### src/rtl/button_conditioner.sv
// Four-channel push-button conditioner: two-flop synchronizer, counter debounce, rising-edge pulse.
// Define BUTTON_PRESS_PULSE_EN to build the pressed_o pulse registers; otherwise pressed_o is tied low.
module button_conditioner #(
    parameter int DEBOUNCE_CYCLES = 500000,
    parameter int CNT_W           = 20
) (
    input  logic       clk_i,
    input  logic       rst_i,
    input  logic [3:0] buttons_raw_i,
    output logic [3:0] buttons_o,
    output logic [3:0] pressed_o
);

    localparam int                 NCH      = 4;
    localparam logic [CNT_W-1:0]   CNT_LAST = CNT_W'(DEBOUNCE_CYCLES - 1);

    // Reject configurations where the terminal count cannot be represented.
    if (DEBOUNCE_CYCLES < 1 ||
        longint'(DEBOUNCE_CYCLES) > ((longint'(1) << CNT_W) - longint'(1))) begin : g_cfg_err
        $error("button_conditioner: DEBOUNCE_CYCLES=%0d out of range for CNT_W=%0d",
               DEBOUNCE_CYCLES, CNT_W);
    end

    logic [3:0]       sync1_q;
    logic [3:0]       sync2_q;
    logic [3:0]       stable_q;
    logic [3:0]       stable_d;
    logic [CNT_W-1:0] cnt_q [NCH];
    logic [CNT_W-1:0] cnt_d [NCH];

    // Counter clears whenever the synchronized level agrees with the accepted level,
    // so only an unbroken run of DEBOUNCE_CYCLES mismatches changes stable.
    always_comb begin
        stable_d = stable_q;
        for (int n = 0; n < NCH; n++) begin
            cnt_d[n] = '0;
            if (sync2_q[n] != stable_q[n]) begin
                if (cnt_q[n] == CNT_LAST) begin
                    stable_d[n] = sync2_q[n];
                end else begin
                    cnt_d[n] = cnt_q[n] + CNT_W'(1);
                end
            end
        end
    end

    always_ff @(posedge clk_i or posedge rst_i) begin
        if (rst_i) begin
            sync1_q  <= '0;
            sync2_q  <= '0;
            stable_q <= '0;
            for (int n = 0; n < NCH; n++) begin
                cnt_q[n] <= '0;
            end
        end else begin
            sync1_q  <= buttons_raw_i;
            sync2_q  <= sync1_q;
            stable_q <= stable_d;
            for (int n = 0; n < NCH; n++) begin
                cnt_q[n] <= cnt_d[n];
            end
        end
    end

    assign buttons_o = stable_q;

`ifdef BUTTON_PRESS_PULSE_EN
    logic [3:0] pressed_q;
    logic [3:0] pressed_d;

    // Pulse is registered on the same edge stable rises, so it occupies the following cycle.
    always_comb begin
        pressed_d = stable_d & ~stable_q;
    end

    always_ff @(posedge clk_i or posedge rst_i) begin
        if (rst_i) begin
            pressed_q <= '0;
        end else begin
            pressed_q <= pressed_d;
        end
    end

    assign pressed_o = pressed_q;
`else
    assign pressed_o = 4'b0000;
`endif

endmodule
### config.mk
export PLATFORM = sky130hd
export DESIGN_NAME = button_conditioner
export DESIGN_NICKNAME = d
export VERILOG_FILES = /design/src/rtl/button_conditioner.sv
export SDC_FILE = /design/constraint.sdc
export NUM_CORES = 1
export LEC_CHECK = 0
export BUFFER_PORTS_ARGS = -buffer_cell sky130_fd_sc_hd__clkbuf_2
export CORE_MARGIN = 4
export CORE_UTILIZATION = 24
export CTS_BUF_LIST = sky130_fd_sc_hd__clkbuf_16
export DETAILED_ROUTE_END_ITERATION = 10
export PLACE_DENSITY_LB_ADDON = 0.15
export SLEW_MARGIN = 0
export SYNTH_ARGS = -nofsm -noshare
export SYNTH_HDL_FRONTEND = slang
export SYNTH_SLANG_ARGS = --single-unit
### constraint.sdc
create_clock -name clk_i -period 6.65 [get_ports clk_i]
set_input_delay 0.665 -clock clk_i [delete_from_list [all_inputs] [get_ports clk_i]]
set_output_delay 0.665 -clock clk_i [all_outputs]
set_load 0.01 [all_outputs]
Word level (Yosys, flattened, before mapping)
Index checks and enable logic that the tools add are counted.
{"block": "op_classes", "addsub": 4, "mul": 0, "div": 0, "n_lt_le_gt_ge": 0, "n_eq_ne": 8, "shifts": 0, "mux": 8, "bitwise_logic": 0, "reduce_logical": 4}
{"op": "two-way mux 20 bit", "count": 8}
{"op": "adder 20 x 1 -> 20 bit, second input constant", "count": 4}
{"op": "equality test 20 x 19 -> 1 bit, second input constant", "count": 4}
{"op": "AND reduction 2 bit", "count": 4}
{"op": "inequality test 1 bit", "count": 4}
{"block": "word_totals", "ff_bits": 92, "latch_bits": 0, "ramBits": 0, "mem_bits_ro": 0, "inputBits": 6, "output_inout_bits": 8, "word_cells": 34, "memories": 0}

Logic depth before layout (Yosys ltp)
Gate-level depths: netlist of the first run.
{"block": "depth", "word_depth": 3, "mapped_depth": 7, "depth_no_buf": 5}

Worst setup path after synthesis of the first run
Ideal clock, no wire load.
{"block": "synth_timing", "path_kind": "register to register", "start": "reg cnt_q[60] (netlist name)", "end": "reg cnt_q[68] (netlist name)", "setup_ns": 0.119, "arrival_ns": 1.998, "required_time_ns": 6.531, "setup_slack_ns": 4.533, "path_stages_with_launch": 7, "period_less_slack_ns": 2.117, "cell_sequence": "dfrtp_1 ha_1 nand4_4 or4_4 o41ai_4 buf_6 nor2_1"}
{"item": "start, declared", "line": "28", "rtl": "logic [CNT_W-1:0] cnt_q [NCH];"}
{"item": "start signal, assigned by index", "line": "60", "rtl": "cnt_q[n] <= cnt_d[n];"}

==> impl_summary.log, run 1 <==
INFO  metric max-slew-margin-rel = 33.67%
INFO  metric setup_repair_after_global_routing_missed_its_margin = false
INFO  metric crit_path_capture_type = flop
INFO  metric syn2layout_area_growth = 12.18%
INFO  metric antenna_cells_inserted = 0
INFO  metric clock_latency_reported_for_the_late_side_of_the_worst_skew_pair = 0.34 ns
INFO  metric fp.dieArea = 21150 um^2
INFO  metric placed_area = 4791 um^2
INFO  metric chipWidth = 145.4 um
INFO  metric yosys_most_used_dff = sky130_fd_sc_hd__dfrtp_1
INFO  metric period_needed = 2.567 ns
INFO  metric post-place-cells = around 700
INFO  metric post-cts-setup-buffers = 0
INFO  metric rrSetupSlack = 4.08 ns
INFO  metric synth_enable_flop_cells = 0
INFO  metric globalRouteTotalUtil = 9.005%
INFO  metric floorplan.core_area = 18270 um^2
INFO  metric worst_clock_skew = roughly 0.0056 ns
INFO  metric fin_crit_sh = 38.60%
INFO  metric postSynthAreaPerCell = 9.917 um^2
INFO  metric crit_fanout = 17
INFO  metric worstMarginPinSlew = 0.9915 ns
INFO  metric floorplan.io_pins = 14
INFO  metric synth.distinct_cells = 37
INFO  metric report.final.slew_viol_count = 0
INFO  metric cp_cell_sequence = ha_1, nand4_4, or4_4, o41ai_4, nor2_1
INFO  metric maxCapViolCount = 0
INFO  metric cts_buffer_depth = 2
INFO  metric cts.sinks = 92
INFO  metric detail_route.vias_per_cell = 4.660
INFO  metric first_global_vias = ~3200
INFO  metric power = between 0.001 and 0.0015 W
INFO  metric critical_path_arrival = ~2.8 ns
INFO  metric holdBufCountCts = 0
INFO  metric crit_buf_inv = 0
INFO  metric worstReg2RegEnd = cnt_q[76]$_DFF_PP0_
INFO  metric detail_route.iter0.violations = between 150 and 200
INFO  metric grt_start_max_net_pins = 63
INFO  metric grt_remaining_overflow = 0
INFO  metric slowest_delay = 0.88 ns
INFO  metric drcViolationCount = 0
INFO  metric antenna_found_initial = 0
INFO  metric vdd.ir_drop.worst = between 100 and 150 uV
INFO  metric ys_ff_latch = 92
INFO  metric fmax = 389.6 MHz
INFO  metric final_antenna_net_count = 0
INFO  metric synth-async-reset-ratio = 100.0%
INFO  metric total_leakage_power = slightly below 2 nW
INFO  metric cts.repair.resized = 0
INFO  metric starting_density_of_the_core = 24.80%
INFO  metric clk_transition_reported_paths = 0.07 ns
INFO  metric global_route_wire_length_before_repair = 15770 um
INFO  metric ff_to_ff_start = cnt_q[60]$_DFF_PP0_
INFO  metric setup.worst_path.end = cnt_q[76]$_DFF_PP0_
INFO  metric multi_input_gate_area_in_the_final_layout = 2072 um^2
INFO  metric dr.pass1.iters = 4
INFO  metric status = completed
INFO  metric setup_viol = 0
INFO  metric ff2ff_path_depth = 5
INFO  metric setup.worst_path.class = flop to flop
INFO  metric num-nets-final = 474
INFO  metric power.density_cell_area = 220.5 nW/um^2
INFO  metric final_wtd_congestion = around 0.75
INFO  metric seqCellArea = 2302 um^2
INFO  metric stdcell_count = 698
INFO  metric drt_wl_total = 9062 um
INFO  metric crit_family = compound AO/OA/AOI/OAI gates
INFO  metric rows = 49
INFO  metric tns = 0 ns
INFO  metric final_hold_viol_count = 0
INFO  metric number_of_cells_on_the_critical_path = 5
INFO  metric clock_tree.root_cell = sky130_fd_sc_hd__clkbuf_16
INFO  metric syn-cell-area = 4532 um^2
INFO  metric hold_path_class = input pin to asynchronous set/reset pin
INFO  metric critical_path.startpoint = cnt_q[60]$_DFF_PP0_
INFO  metric drt-wirelength-per-cell = 12.98 um
INFO  metric cts.htree.levels = 3
INFO  metric dieHeight = 145.4 um
INFO  metric numCtsBuffers = 9
INFO  metric post_synthesis_sequential_area_ratio = 50.80%
INFO  metric stdcell_area = slightly above 5000 um^2
INFO  metric post_route_cells_drive_above_1_share = 8.742%
INFO  metric yosys_warnings = 0
INFO  metric place_hpwl = around 6300 um
INFO  metric synth_cells = 457
INFO  metric setup.worst_path.start_class = flop
INFO  metric final_util = 27.83%
INFO  metric timing.critical_path.slowest_stage_cell = sky130_fd_sc_hd__o41ai_4
INFO  metric num-fill-cells = 1959
INFO  metric cts_tree = built
INFO  metric routed-via-count = 3253
INFO  metric crit_required = 6.84 ns
INFO  metric io_buffer_count = 9
[logic make-up (layout without fill, tap and decap cells)]
kind of cell,after synthesis,after routing,share of synthesized area [%]
XOR/XNOR,60,60,11.60
AND/OR/NAND/NOR,223,223,25.76
multiplexers,6,6,1.436
other,1,4,0.08275
flip-flops,92,92,50.80
adder cells (fa/ha/maj),4,4,1.104
buffers and inverters,37,46,3.727
AO/OA/AOI/OAI,34,34,5.494
[cell usage after synthesis (5+ instances only)]
cell	n	area share (%)
sky130_fd_sc_hd__nand3_1	28	3.1
sky130_fd_sc_hd__and4_1	5	0.97
sky130_fd_sc_hd__nor3_1	18	2.0
sky130_fd_sc_hd__nor4_1	16	2.2
sky130_fd_sc_hd__o21ai_0	5	0.55
sky130_fd_sc_hd__nor2_1	77	6.4
sky130_fd_sc_hd__o31ai_1	9	1.5
sky130_fd_sc_hd__nand2_1	19	1.6
sky130_fd_sc_hd__xnor2_1	48	9.3
sky130_fd_sc_hd__or3_1	11	1.5
sky130_fd_sc_hd__dfrtp_1	92	51
sky130_fd_sc_hd__nand4_1	24	3.3
sky130_fd_sc_hd__or4_1	10	1.7
sky130_fd_sc_hd__inv_1	20	1.7
sky130_fd_sc_hd__xor2_1	12	2.3
sky130_fd_sc_hd__clkbuf_1	6	0.50
sky130_fd_sc_hd__a21oi_1	16	1.8
[layout make-up]
type | count | area share, %
clock inverters | 7 | 1.329
multi-input cells | 331 | 40.76
flip-flops and latches | 92 | 45.29
clock buffers | 9 | 4.430
repair buffers | 10 | 1.034
well taps | 229 | 5.636
inverters | 20 | 1.526
[routing by layer]
metal  up-vias  global-route usage [%]  part of all wire [%]
met1      1600                   11.81                    50
met4         0                   2.374                   1.3
li1       1612                       -                     -
met2        32                   14.40                    46
met5         -                       0                     0
met3         9                   2.927                   3.2
[placed cells by master, fill, tap and decap left out, drive strengths merged, types with 3 or more instances in the layout]
| cell | synthesis | layout |
|---|---|---|
| a21oi | 16 | 16 |
| and4 | 6 | 6 |
| clkbuf | 9 | 18 |
| clkinv | 0 | 4 |
| conb | 1 | 4 |
| dfrtp | 92 | 92 |
| ha | 4 | 4 |
| inv | 20 | 20 |
| mux2 | 4 | 4 |
| nand2 | 19 | 19 |
| nand3 | 28 | 28 |
| nand4 | 25 | 25 |
| nor2 | 77 | 77 |
| nor3 | 18 | 18 |
| nor4 | 16 | 16 |
| nor4b | 3 | 3 |
| o21ai | 5 | 5 |
| o31ai | 9 | 9 |
| or2 | 4 | 4 |
| or3 | 11 | 11 |
| or4 | 11 | 11 |
| xnor2 | 48 | 48 |
| xor2 | 12 | 12 |
[worst min-delay path by stage]
| stage | from | end | cells after the start |
|---|---|---|---|
| after CTS | rst_i | cnt_q[41]$_DFF_PP0_ | 2 |
| after floorplan | sync1_q[0]$_DFF_PP0_ | sync2_q[0]$_DFF_PP0_ | 0 |
| final | rst_i | cnt_q[47]$_DFF_PP0_ | 2 |
| after global placement | sync1_q[0]$_DFF_PP0_ | sync2_q[0]$_DFF_PP0_ | 0 |
| after global routing | rst_i | cnt_q[43]$_DFF_PP0_ | 2 |
| after detailed placement | sync1_q[2]$_DFF_PP0_ | sync2_q[2]$_DFF_PP0_ | 0 |
[metrics by stage]
stage	setup slack, ns	hold slack (ns)
2_1_floorplan	3.593	0.3312
3_3_place_gp	4.122	0.3343
3_5_place_dp	4.068	0.3379
4_1_cts	4.056	0.3066
5_1_grt	3.867	0.3312
6_report	4.083	0.2983
[where the power goes]
group / switching (W) / leakage, nW / internal (W)
Sequential: 0.00000944 / 1.26 / 0.000568
Clock: 0.000218 / 0.139 / 0.000289
Combinational: 0.0000269 / 0.542 / 0.00000987
Total: 0.000254 / 1.94 / 0.000867
[sequential cells by signal, summed over array words and instances (netlist names)]
register and cells:
buttons_o 4, cnt_q 80, sync1_q 4, sync2_q 4
(Power assumes the default switching activity.)
==> run 2: changes to the inputs <==
clock period = 2.6 ns   (was 6.65 ns; I/O delays follow)
==> run 2 against run 1 <==
The flow now finishes with violations (hold timing). Clock skew rose by 0.0034 ns. Utilization increased by 0.50 points. Clock power increased to 2.5 times the previous value. Design area rose by 1.8%.
==> impl_summary.log, run 2 (synthesized netlist as in run 1, its figures left out) <==
INFO  metric layout_commonest_cell = sky130_fd_sc_hd__dfrtp_1
INFO  metric crit_fanout = 7 (-10)
INFO  metric post-place-cells = 690 (+1.2%)
INFO  metric report.final.slew_viol_count = 0 (unchanged)
INFO  metric setup.worst_path.class = flop to flop
INFO  metric routed-via-count = 3212 (-1.3%)
INFO  metric grt_remaining_overflow = 0 (unchanged)
INFO  metric final_wtd_congestion = 0.7569 (+0.56%)
INFO  metric numCtsBuffers = 9 (unchanged)
INFO  metric slowest_delay = 0.53 ns (-0.35 ns)
INFO  metric rows = 49 (unchanged)
INFO  metric power.share.switching = 24.70% (+2.0 points)
INFO  metric power = 0.002869 W (+160%)
INFO  metric floorplan.core_area = 18270 um^2 (unchanged)
INFO  metric first_global_vias = 3272 (+2.3%)
INFO  metric crit_required = 2.84 ns (-4.00 ns)
INFO  metric fin_crit_sh = 87.92% (+49 points)
INFO  metric num-fill-cells = 1956 (-0.15%)
INFO  metric drcViolationCount = 0 (unchanged)
INFO  metric grt_start_max_net_pins = 93 (+48%)
INFO  metric global_route_wire_length_before_repair = 15970 um (+1.3%)
INFO  metric cts_buffer_depth = 2 (unchanged)
INFO  metric globalRouteTotalUtil = 9.113% (+0.11 points)
INFO  metric worstMarginPinSlew = 0.6302 ns (-0.3613 ns)
INFO  metric timing.critical_path.slowest_stage_cell = sky130_fd_sc_hd__or4_4
INFO  metric clock_tree.root_cell = sky130_fd_sc_hd__clkbuf_16
INFO  metric io_buffer_count = 9 (unchanged)
INFO  metric floorplan.io_pins = 14 (unchanged)
INFO  metric starting_density_of_the_core = 24.80% (unchanged)
INFO  metric mostFrequentLayoutCells = sky130_fd_sc_hd__dfrtp_1 (92), sky130_fd_sc_hd__nor2_1 (77), sky130_fd_sc_hd__xnor2_1 (48), sky130_fd_sc_hd__nand3_1 (28), sky130_fd_sc_hd__nand4_1 (24)
INFO  metric failing_checks = hold timing
INFO  metric clk_transition_reported_paths = 0.07 ns (about the same)
INFO  metric setup_viol = 0 (unchanged)
INFO  metric finalHoldWorstSlack = -0.002621 ns (-0.3010 ns)
INFO  metric final_util = 28.32% (+0.50 points)
INFO  metric ff2ff_path_depth = 5 (unchanged)
INFO  metric critical_path_arrival = 2.52 ns (-0.23 ns)
INFO  metric final_antenna_net_count = 0 (unchanged)
INFO  metric setup_repair_after_global_routing_missed_its_margin = false
INFO  metric cts.sinks = 92 (unchanged)
INFO  metric post_route_cells_drive_above_1_share = 10.44% (+1.7 points)
INFO  metric place_hpwl = 6275 um (+0.38%)
INFO  metric crit_path_capture_type = flop
INFO  metric switchingPower = 0.0007085 W (+180%)
INFO  metric detail_route.vias_per_cell = 4.537 (-2.7%)
INFO  metric cts.htree.levels = 3 (unchanged)
INFO  metric cts_tree = built
INFO  metric tns = 0 ns (unchanged)
INFO  metric drt_wl_total = 8982 um (-0.88%)
INFO  metric dieHeight = 145.4 um (unchanged)
INFO  metric seqPwrFrac = 51.4% (about the same)
INFO  metric placed_area = 4865 um^2 (+1.5%)
INFO  metric detail_route.iter0.violations = 150 (-15%)
INFO  metric largest_register_ff_count = 80 (unchanged)
INFO  metric stdcell_area = 5175 um^2 (+1.8%)
INFO  metric largest-register = cnt_q
INFO  metric max-slew-margin-rel = 57.39% (+24 points)
INFO  metric rrSetupSlack = 0.31 ns (-3.77 ns)
INFO  metric total_leakage_power = 1.985 nW (+2.5%)
INFO  metric power.combinational.fraction = 3.7% (+0.4 points)
INFO  metric antenna_cells_inserted = 0 (unchanged)
INFO  metric worst_clock_skew = 0.008989 ns (+0.003382 ns)
INFO  metric hold_path_class = input pin to asynchronous set/reset pin
INFO  metric stdcell_count = 708 (+1.4%)
INFO  metric p_clk_share = 44.9% (-0.3 points)
INFO  metric status = complete, but fails checks
INFO  metric post-cts-setup-buffers = 0 (unchanged)
INFO  metric fmax = 437.5 MHz (+12%)
INFO  metric cp_cell_sequence = ha_1, nand4_4, or4_4, nor4_1, mux2_2
INFO  metric setup.worst_path.start_class = flop
INFO  metric power.internal = 0.002160 W (+150%)
INFO  metric drt-wirelength-per-cell = 12.69 um (-2.3%)
INFO  metric period_needed = 2.286 ns (-0.2807 ns)
INFO  metric dr.pass1.iters = 4 (unchanged)
INFO  metric final_hold_viol_count = 1 (+1)
INFO  metric antenna_found_initial = 0 (unchanged)
INFO  metric clock_latency_reported_for_the_late_side_of_the_worst_skew_pair = 0.35 ns (about the same)
INFO  metric maxCapViolCount = 0 (unchanged)
INFO  metric fp.dieArea = 21150 um^2 (unchanged)
INFO  metric power.density_cell_area = 554.4 nW/um^2 (+150%)
INFO  metric syn2layout_area_growth = 14.19%
INFO  metric vdd.ir_drop.worst = 467.4 uV (+240%)
INFO  metric chipWidth = 145.4 um (unchanged)
INFO  metric num-nets-final = 484 (+2.1%)
-- run 2: cell count changes in the layout (fill, tap and decap cells not counted) --
cell / before / now
sky130_fd_sc_hd__inv_8: 0 / 2
sky130_fd_sc_hd__inv_4: 1 / 0
sky130_fd_sc_hd__clkinv_1: 1 / 0
sky130_fd_sc_hd__dlygate4sd3_1: 0 / 2
sky130_fd_sc_hd__buf_4: 1 / 8
sky130_fd_sc_hd__buf_12: 0 / 1
sky130_fd_sc_hd__inv_6: 0 / 3
sky130_fd_sc_hd__clkinv_2: 2 / 0
sky130_fd_sc_hd__bufinv_16: 1 / 0
-- run 2: final cells by class --
class,instances,area (um^2),share of cell area [%]
flip-flops and latches,92,2302,44.49
repair buffers,20,145.1,2.805
inverters,20,78.83,1.523
multi-input cells,331,2072,40.04
clock inverters,7,65.06,1.257
clock buffers,9,225.2,4.352
well taps,229,286.5,5.537
-- run 2: timing repair --
item | 4_1_cts | 5_1_grt
gates resized for setup | 0 | 0
hold buffers | 2 | 0
endpoints found under the hold margin | 2 | 0
-- run 2: metrics by stage --
stage | setup slack [ns] | hold WS (ns)
after floorplan | 0.4833 | 0.2914
after global placement | 0.3678 | 0.3341
after detailed placement | 0.3205 | 0.3403
after CTS | 0.3145 | 0.01693
after global routing | 0.1861 | 0.01129
final | 0.3141 | -0.002621
-- run 2: critical path, delay by kind of cell (launching register included) --
family	cells	cell delay (ns)
multiplexers	1	0.38
adder cells (fa/ha/maj)	1	0.29
flip-flops	1	0.41
AND/OR/NAND/NOR	3	1.09
-- run 2: final timing paths --
| kind | from | endpoint |
|---|---|---|
| max | cnt_q[60]$_DFF_PP0_ | buttons_o[0]$_DFFE_PP0P_ |
| min | rst_i | cnt_q[41]$_DFF_PP0_ |
| max reg2reg | cnt_q[60]$_DFF_PP0_ | buttons_o[0]$_DFFE_PP0P_ |
| min reg2reg | sync1_q[2]$_DFF_PP0_ | sync2_q[2]$_DFF_PP0_ |
| max in group asynchronous | rst_i | cnt_q[29]$_DFF_PP0_ |
| min in group clk_i | buttons_raw_i[1] | sync1_q[1]$_DFF_PP0_ |
-- run 2: power groups by stage --
| stage | Clock [W] | Combinational [W] | Sequential, W |
|---|---|---|---|
| after global placement | 0 | 0.000108 | 0.00150 |
| after CTS | 0.00134 | 0.000111 | 0.00147 |
| after floorplan | 0 | 0.0000844 | 0.00149 |
| after global routing | 0.00142 | 0.000125 | 0.00148 |
| after detailed placement | 0 | 0.000108 | 0.00150 |
| final | 0.00129 | 0.000105 | 0.00148 |
-- run 2: layer usage --
layer  GRT usage (%)  vias up  routed length, um
li1                -     1624                  -
met1           12.22     1555               4568
met2           13.93       25               4001
met3           3.114        8                293
met4           2.802        0                119
met5               0        -                  0
